===== src/rtl/pdm_level_monitor_pkg.sv =====
// Shared constants and FSM encoding for the PDM level monitor.
package pdm_level_monitor_pkg;

  localparam int unsigned LevelW         = 8;
  localparam int unsigned Log2WinDefault = 8;
  localparam int unsigned WinLenDefault  = 1 << Log2WinDefault;

  typedef enum logic [1:0] {
    StIdle    = 2'd0,
    StFlush   = 2'd1,
    StMeasure = 2'd2
  } state_e;

endpackage


===== src/rtl/pdm_window_counter.sv =====
// Window and ones counters; publishes the completed window count one cycle after its last bit.
module pdm_window_counter
  import pdm_level_monitor_pkg::*;
#(
  parameter int unsigned Log2Win = Log2WinDefault
) (
  input  logic             clk_i,
  input  logic             rst_i,
  input  logic             run_i,
  input  logic             keep_i,
  input  logic             bit_i,
  output logic             last_o,
  output logic             window_done_o,
  output logic [Log2Win:0] count_o
);

  localparam int unsigned WinLen = 1 << Log2Win;

  logic [Log2Win-1:0] win_q, win_d;
  logic [Log2Win:0]   ones_q, ones_d, count_q, count_d, sum;
  logic               done_q, done_d;

  assign last_o = (win_q == Log2Win'(WinLen - 1));
  assign sum    = ones_q + (Log2Win + 1)'(bit_i);

  always_comb begin
    win_d   = '0;
    ones_d  = '0;
    done_d  = 1'b0;
    count_d = count_q;
    if (run_i) begin
      win_d = win_q + Log2Win'(1);
      if (last_o) begin
        // The final bit is folded into the published count; the next window starts empty.
        count_d = sum;
        done_d  = keep_i;
      end else begin
        ones_d = sum;
      end
    end
  end

  always_ff @(posedge clk_i) begin
    if (rst_i) begin
      win_q   <= '0;
      ones_q  <= '0;
      count_q <= '0;
      done_q  <= 1'b0;
    end else begin
      win_q   <= win_d;
      ones_q  <= ones_d;
      count_q <= count_d;
      done_q  <= done_d;
    end
  end

  assign window_done_o = done_q;
  assign count_o       = count_q;

endmodule


===== src/rtl/pdm_level_monitor.sv =====
// Decodes the sigma-delta bitstream into an 8-bit level and tracks settling after DAC steps.
module pdm_level_monitor
  import pdm_level_monitor_pkg::*;
#(
  parameter int unsigned LOG2_WIN   = 8,
  parameter int unsigned TOL        = 1,
  parameter int unsigned STABLE_WIN = 3
) (
  input  logic       Clk,
  input  logic       resmon,
  input  logic       enable,
  input  logic       DACin,
  input  logic       clr_settle,
  output logic [7:0] level,
  output logic       level_vld,
  output logic       settled,
  output logic       step_err,
  output logic       busy
);

  localparam int unsigned       Shift   = LOG2_WIN - LevelW;
  localparam logic [LevelW-1:0] TolV    = LevelW'(TOL);
  localparam logic [3:0]        StableV = 4'(STABLE_WIN);

  state_e state_q, state_d;

  logic              run, keep, win_last, win_done;
  logic [LOG2_WIN:0] win_count, shifted;
  logic [LevelW-1:0] sat_level, abs_diff;
  logic [LevelW:0]   diff9;

  logic [LevelW-1:0] level_q, level_d, prev_q, prev_d;
  logic [3:0]        cnt_q, cnt_d;
  logic              vld_q, vld_d, settled_q, settled_d, err_q, err_d, first_q, first_d;

  assign run  = enable && (state_q != StIdle);
  assign keep = enable && (state_q == StMeasure);

  pdm_window_counter #(
    .Log2Win(LOG2_WIN)
  ) u_window_counter (
    .clk_i        (Clk),
    .rst_i        (resmon),
    .run_i        (run),
    .keep_i       (keep),
    .bit_i        (DACin),
    .last_o       (win_last),
    .window_done_o(win_done),
    .count_o      (win_count)
  );

  // Only an all-ones stream can reach 256 after scaling.
  assign shifted   = win_count >> Shift;
  assign sat_level = (|shifted[LOG2_WIN:LevelW]) ? '1 : shifted[LevelW-1:0];
  assign diff9     = {1'b0, sat_level} - {1'b0, prev_q};
  assign abs_diff  = diff9[LevelW] ? LevelW'(-diff9) : diff9[LevelW-1:0];

  always_comb begin
    state_d = state_q;
    if (!enable) begin
      state_d = StIdle;
    end else begin
      unique case (state_q)
        StIdle:    state_d = StFlush;
        StFlush:   if (win_last) state_d = StMeasure;
        StMeasure: state_d = StMeasure;
        default:   state_d = StIdle;
      endcase
    end
  end

  always_comb begin
    level_d   = level_q;
    vld_d     = 1'b0;
    prev_d    = prev_q;
    cnt_d     = cnt_q;
    settled_d = settled_q;
    err_d     = err_q;
    first_d   = first_q;

    if (state_q == StFlush && state_d == StMeasure) begin
      first_d = 1'b1;
    end

    if (win_done && enable) begin
      level_d = sat_level;
      vld_d   = 1'b1;
      prev_d  = sat_level;
      first_d = 1'b0;
      // The first window after FLUSH only seeds the comparison reference.
      if (!first_q) begin
        if (abs_diff <= TolV) begin
          if (cnt_q < StableV) cnt_d = cnt_q + 4'd1;
          settled_d = (cnt_d == StableV);
        end else begin
          cnt_d     = '0;
          settled_d = 1'b0;
          if (settled_q) err_d = 1'b1;
        end
      end
    end

    if (clr_settle) begin
      cnt_d     = '0;
      settled_d = 1'b0;
      err_d     = 1'b0;
    end

    if (!enable) begin
      cnt_d     = '0;
      settled_d = 1'b0;
    end
  end

  always_ff @(posedge Clk) begin
    if (resmon) begin
      state_q   <= StIdle;
      level_q   <= '0;
      vld_q     <= 1'b0;
      prev_q    <= '0;
      cnt_q     <= '0;
      settled_q <= 1'b0;
      err_q     <= 1'b0;
      first_q   <= 1'b0;
    end else begin
      state_q   <= state_d;
      level_q   <= level_d;
      vld_q     <= vld_d;
      prev_q    <= prev_d;
      cnt_q     <= cnt_d;
      settled_q <= settled_d;
      err_q     <= err_d;
      first_q   <= first_d;
    end
  end

  assign level     = level_q;
  assign level_vld = vld_q;
  assign settled   = settled_q;
  assign step_err  = err_q;
  assign busy      = (state_q == StFlush) || (state_q == StMeasure);

endmodule


===== config.mk =====
export PLATFORM = sky130hd
export DESIGN_NAME = pdm_level_monitor
export DESIGN_NICKNAME = d
export VERILOG_FILES = /design/src/rtl/pdm_level_monitor_pkg.sv /design/src/rtl/pdm_window_counter.sv /design/src/rtl/pdm_level_monitor.sv
export SDC_FILE = /design/constraint.sdc
export NUM_CORES = 1
export LEC_CHECK = 0
export ABC_CLOCK_PERIOD_IN_PS = 2700
export CAP_MARGIN = 25
export CORE_UTILIZATION = 53
export DETAILED_ROUTE_END_ITERATION = 8
export HOLD_SLACK_MARGIN = 0.12
export PLACE_DENSITY_LB_ADDON = 0.2
export SLEW_MARGIN = 30
export SYNTH_ARGS = -nofsm -noshare
export SYNTH_HDL_FRONTEND = slang
export SYNTH_SLANG_ARGS = --single-unit
export TNS_END_PERCENT = 100

===== constraint.sdc =====
create_clock -name Clk -period 2.7 [get_ports Clk]
set_input_delay 0.675 -clock Clk [delete_from_list [all_inputs] [get_ports Clk]]
set_output_delay 0.675 -clock Clk [all_outputs]
set_load 0.03 [all_outputs]

# Word-level counts from Yosys, hierarchy flattened
# Cells that the tools add are included.
[classes]
add_sub_neg = 5
multipliers = 0
div_mod_pow = 0
magnitude_cmp = 2
eq_ne = 5
shift = 0
mux = 12
bitwise_logic = 5
n_reduce_logical = 16
[ops]
columns = ["cell", "n"]
rows = [
  ["4-bit two-way mux", 5],
  ["8-bit two-way mux", 2],
  ["9-bit by 1-bit adder with 9-bit output", 1],
  ["3-bit OR reduction", 3],
  ["8-bit by 8-bit subtractor with 9-bit output", 1],
  ["8-bit by 1-bit adder with 8-bit output (second input constant)", 1],
  ["8-bit equality test (second input constant)", 1],
  ["8-bit by 1-bit <= comparator with 1-bit output (second input constant)", 1],
  ["8-bit negator", 1],
  ["2-bit one-hot mux with 3 select lines", 1],
  ["2-bit OR reduction", 3],
  ["1-bit inverter", 5],
  ["4-bit by 1-bit adder with 4-bit output (second input constant)", 1],
  ["2-bit equality test (second input constant)", 2],
  ["4-bit by 2-bit equality test with 1-bit output (second input constant)", 1],
  ["1-bit logical AND", 4],
  ["4-bit by 2-bit < comparator with 1-bit output (second input constant)", 1],
  ["2-bit two-way mux", 2],
  ["2-bit AND reduction", 2],
  ["4-bit AND reduction", 1],
  ["2-bit by 1-bit equality test with 1-bit output (second input constant)", 1],
  ["2-bit logical NOT", 1],
  ["1-bit two-way mux", 2],
  ["2-bit nonzero test", 1],
  ["1-bit logical OR", 1],
]
[totals]
reg_bits = 45
latchBits = 0
ramBits = 0
rom_bits = 0
out_inout_bits = 12
word_cells = 56
memories = 0

# Longest topological paths before layout
[depth]
word_depth = 10
ltp_mapped = 11

# By module
# From an unflattened synthesis, not the netlist that was laid out.
[hier_totals]
hier_cells = 299
hier_area_um2 = 2565.0
[by_module_without_submodules]
columns = ["mod", "n_inst", "cells_each", "area_each_um2"]
rows = [
  ["pdm_level_monitor", 1, 182, 1472.7],
  ["pdm_window_counter", 1, 117, 1092.3],
]

# Least setup slack after synthesis
# OpenSTA, ideal clock, no wires.
[synth_path]
path_type = "flip-flop to flip-flop"
start = "reg prev_q[0]"
end = "reg settled_q (netlist: settled)"
setup_ns = 0.070
arrival_ns = 2.977
t_required_ns = 2.630
slack_ns = -0.347
stages_incl_launch_ff = 10
synth_period_minus_slack_ns = 3.047
cell_sequence = "dfxtp_1 -> ha_1 -> fa_1 -> ha_1 -> or4_1 -> o21ai_0 -> a32o_1 -> o311ai_4 -> or4_1 -> a21oi_1"
[synth_between]
elab_chain_cells = 5
[synth_rtl]
columns = ["item", "line", "rtl"]
rows = [
  ["start: declaration", "pdm_level_monitor.sv:32", "logic [LevelW-1:0] level_q, level_d, prev_q, prev_d;"],
  ["start signal: assignment", "pdm_level_monitor.sv:129", "prev_q <= prev_d;"],
  ["8-bit by 8-bit subtractor with 9-bit output *", "pdm_level_monitor.sv:55", "assign diff9 = {1'b0, sat_level} - {1'b0, prev_q};"],
  ["8-bit negator", "pdm_level_monitor.sv:56", "assign abs_diff = diff9[LevelW] ? LevelW'(-diff9) : diff9[LevelW-1:0];"],
  ["8-bit two-way mux *", "pdm_level_monitor.sv:56", ""],
  ["8-bit by 1-bit <= comparator with 1-bit output *", "pdm_level_monitor.sv:92", "if (abs_diff <= TolV) begin"],
  ["1-bit two-way mux *", "pdm_level_monitor.sv:92", ""],
  ["end signal: assignment", "pdm_level_monitor.sv:131", "settled_q <= settled_d;"],
  ["end: declaration", "pdm_level_monitor.sv:34", "logic vld_q, vld_d, settled_q, settled_d, err_q, err_d, first_q, first_d;"],
]
# Every way passes the cells marked *; elsewhere a longest branch is shown, timed or not.
# A chain may end at the register's enable or synchronous reset.

# Worst setup path after layout
[layout_path]
start = "reg u_window_counter.count_q[8] (netlist: u_window_counter.count_o[8])"
end = "reg cnt_q[2]"
[layout_between]
elab_chain_cells = 6
[layout_rtl]
columns = ["item", "line", "rtl"]
rows = [
  ["start: declaration", "pdm_window_counter.sv:20", "logic [Log2Win:0] ones_q, ones_d, count_q, count_d, sum;"],
  ["start signal: assignment", "pdm_window_counter.sv:52", "count_q <= count_d;"],
  ["8-bit two-way mux *", "pdm_level_monitor.sv:54", "assign sat_level = (|shifted[LOG2_WIN:LevelW]) ? '1 : shifted[LevelW-1:0];"],
  ["8-bit by 8-bit subtractor with 9-bit output *", "pdm_level_monitor.sv:55", ""],
  ["8-bit negator", "pdm_level_monitor.sv:56", ""],
  ["8-bit two-way mux *", "pdm_level_monitor.sv:56", ""],
  ["8-bit by 1-bit <= comparator with 1-bit output *", "pdm_level_monitor.sv:92", ""],
  ["4-bit two-way mux *", "pdm_level_monitor.sv:92", ""],
  ["end signal: assignment", "pdm_level_monitor.sv:130", "cnt_q <= cnt_d;"],
  ["end: declaration", "pdm_level_monitor.sv:33", "logic [3:0] cnt_q, cnt_d;"],
]
# Marked as above.

==> results.toml <==
[setup_path]
arrival_ps = 3090
crit_path_cell_trace = "nor2_4 > ha_4 > fa_2 > nand2b_4 > a21oi_4 > buf_6 > xnor2_4 > nand2_2 > or4_4 > o2111ai_2 > buf_6 > nor2_2 > o211a_1"
critPathMaxFanout = 7
rrSetupSlack_ps = -190
r2r_start = "u_window_counter.count_o[8]$_SDFFE_PP0P_"
critPathMostFrequentCell = "buf_6"
crit_slowest_cell = "or4_4"
crit_required_ps = 2900
cpPeakStageDelay_ps = 540
cp-start-kind = "flop"
reg2reg_to = "cnt_q[2]$_SDFFE_PP0P_"
reg2reg_depth = 13
worstSetupPathType = "flop to flop"
end_kind = "flop"

[power_and_ir_drop]
p_leak_nw = 1.43
total_power_mw = 1.14
ir_drop_mv = 0.489
cellPowerDensity_nw_per_um2 = 329

[global_routing]
gr-usage-all-layers_pct = 24.6
grt_pass1_vias = 2184
antenna_found_initial = 0
overflow = 0
grt_max_degree = 22
grt_pass1_wl_mm = 9.74

[clocking]
cts_max_level = 2
hold_buffers = 0
root_buffer = "clkbuf_8"
path_clk_slew_ps = 90
insertion_delay_ps = 300
clockBufferDepth = 2
cts_tree = "yes"
cts.sinks = 45
numCtsBuffers = 5

[placement]
io_buffers = 16
post_dp_cell_area_sq_um = 3070
gpl.final_weighted_congestion = 0.857
dp_hpwl_mm = 4.06

[sta]
final.period_utilization_pct = 107
hold_viol_final = 0
tightest_slew_ps = 409
min_period_ps = 2890
fmaxAchievable_ghz = 0.346
rsz0062_at_grt = "true"
slew_violations = 0
setup_viol = 6
final.setup_skew_ps = 5.01
slew_headroom_pct = 72.5
worst_slack_ps = -190

[worst_hold_path]
holdPathStages = 1
hp-start = "u_window_counter.win_q[0]$_SDFF_PP0_"
min_to = "u_window_counter.win_q[0]$_SDFF_PP0_"
min_path_type = "flop to flop"

[outcome]
violations = "negative setup slack"
run_status = "complete, but fails checks"

[layout]
layout.nets = 380
drive_above_1_share_pct = 32.5
fillCellCount = 299
syn_to_final_growth_pct = 39.2
antenna_cells = 0
final_area_sq_um = 3480

[drt]
drcViolationCount = 0
first_pass_iters = 4
drtAntennaViolNets = 0
viasPerCell = 5.60
drt_wl_total_mm = 6.01
drtIter0Drc = 107
via_count = 2290
avgRoutedWirePerCell_um = 14.7

[synthesis]
synth_top_family_by_area = "simple AND/OR/NAND/NOR gates"
yosys-top-cells-area = "dfxtp_1 36%, ha_1 9.0%, nor2_1 8.1%, a211oi_1 4.8%, xor2_1 3.9%"
synthXorXnorAreaFrac_pct = 6.31
synth_mux_area_share_pct = 1.25
synth_edf_count = 0
synth_fa_ha_area_share_pct = 9.81
async_flop_share_pct = 0
synth.largest_area_cell = "dfxtp_1"
synthSimpleGateAreaFrac_pct = 24.4
ys_ff_latch = 45
synth_area_sq_um = 2500
syn_inst = 288
synth_nets = 312
seq_area_frac_synth_pct = 36.1
synth_cell_types = 55
synth_ff_type = "dfxtp_1"
syn_area_per_cell_sq_um = 8.68
synth_compound_area_share_pct = 19.1
yosysWarnings = 0
synth_top_area_share_pct = 36.1

[die]
ios = 17
design.core.area_sq_um = 4440
num_rows = 24
die_height_um = 70.7
dieArea_sq_um = 4990
dieWidth_um = 70.7
start_util_pct = 56.2

[run]
cap_violations = 0
## logic make-up after synthesis
| family | Yosys count |
|---|---|
| and+or+nand+nor | 125 |
| AOI/OAI and AO/OA | 58 |
| DFF | 45 |
| buffers and inverters | 20 |
| adders and majority gates | 19 |
| xor gates and xnor gates | 18 |
| muxes | 3 |
## final cells by class
class | count | area, sq um | area share (%)
clock buffers | 6 | 82.6 | 2.37
clock inverters | 2 | 16.3 | 0.468
inverters | 14 | 52.6 | 1.51
multi-input cells | 223 | 1790 | 51.5
flip-flops and latches | 45 | 912 | 26.2
well taps | 52 | 65.1 | 1.87
repair buffers | 67 | 558 | 16.0
## metrics by stage
step,utilization [%],setup slack [ps],TNS (ps),instances,hold WS [ps]
after global routing,78.3,-290,-1520,409,463
after detailed placement,69.1,-268,-1240,389,434
final,78.3,-190,-850,409,449
after CTS,76.2,-144,-426,404,446
after floorplan,-,-58.9,-160,288,413
after global placement,69.1,-217,-997,389,424
## flip-flops by register name (all words and copies together) (netlist names)
| signal | count |
|---|---|
| cnt_q | 4 |
| first_q | 1 |
| level_vld | 1 |
| prev_q | 8 |
| settled | 1 |
| state_q | 2 |
| step_err | 1 |
| u_window_counter.count_o | 9 |
| u_window_counter.ones_q | 9 |
| u_window_counter.win_q | 8 |
| u_window_counter.window_done_o | 1 |
## power breakdown
group	total (mW)	switching (mW)	internal [mW]
clock network	0.447	0.237	0.211
logic	0.0326	0.0182	0.0144
registers	0.664	0.00152	0.662
total	1.14	0.256	0.888
## cells in the final DEF (no fill, tap or decap), drive strengths merged, types with 2 or more instances in the layout
cell type / synthesis / final
nor2: 54 / 54
or3: 3 / 3
o21ai: 3 / 3
a31o: 2 / 2
and3: 7 / 7
xor2: 11 / 11
nor2b: 2 / 2
xnor2: 7 / 7
o211ai: 2 / 2
nand2b: 7 / 7
a211o: 2 / 2
inv: 14 / 15
ha: 18 / 18
nand2: 17 / 17
nand3: 8 / 8
nor3b: 2 / 2
o21a: 2 / 2
clkdlybuf4s50: 0 / 16
buf: 1 / 51
o211a: 2 / 2
and2: 5 / 5
o22ai: 2 / 2
nor3: 3 / 3
or4: 3 / 3
nand4: 2 / 2
o2bb2ai: 2 / 2
a21oi: 11 / 11
dfxtp: 45 / 45
a31oi: 3 / 3
clkbuf: 5 / 6
mux2i: 2 / 2
a211oi: 18 / 18
or2: 8 / 8
## Yosys cell counts (all sizes together), types with 5 or more instances
library cell	number
or2	8
a21oi	11
inv	14
nand2b	7
xnor2	7
ha	18
clkbuf	5
a211oi	18
nand3	8
xor2	11
nand2	17
and3	7
and2	5
nor2	54
dfxtp	45
## how the worst max path moves through the flow
stage / cells after the start / slack, ps / endpoint / startpoint
after detailed placement: 11 / -270 / settled$_SDFFE_PP0P_ / u_window_counter.count_o[8]$_SDFFE_PP0P_
final: 13 / -190 / cnt_q[2]$_SDFFE_PP0P_ / u_window_counter.count_o[8]$_SDFFE_PP0P_
after floorplan: 10 / -60 / settled$_SDFFE_PP0P_ / u_window_counter.count_o[8]$_SDFFE_PP0P_
after CTS: 11 / -140 / settled$_SDFFE_PP0P_ / u_window_counter.count_o[8]$_SDFFE_PP0P_
after global routing: 13 / -290 / cnt_q[2]$_SDFFE_PP0P_ / u_window_counter.count_o[8]$_SDFFE_PP0P_
after global placement: 11 / -220 / settled$_SDFFE_PP0P_ / u_window_counter.count_o[8]$_SDFFE_PP0P_
## per-layer routing
metal,global-route usage (%),part of all wire [%]
met2,44.0,52
met3,3.99,1.8
met5,0,0
met4,8.89,1.9
met1,29.9,44
## timing repair
| item | 4_1_cts | 5_1_grt |
|---|---|---|
| gates resized for setup | 26 | 13 |
| setup buffers | 7 | 6 |
| cloned | 0 | 0 |
| setup endpoints to repair | 6 | 6 |
| pin swaps | 16 | 19 |
| endpoints found under the hold margin | 0 | 0 |
## critical path, delay by kind of cell, from the launching register on
| family | cells | cell delay (ps) |
|---|---|---|
| AND/OR/NAND/NOR | 5 | 890 |
| adder cells (fa/ha/maj) | 2 | 520 |
| AO/OA/AOI/OAI | 3 | 540 |
| flip-flops | 1 | 410 |
| XOR/XNOR | 1 | 130 |
| buffers and inverters | 2 | 290 |
Note: power is estimated with default switching activity, not from simulation.
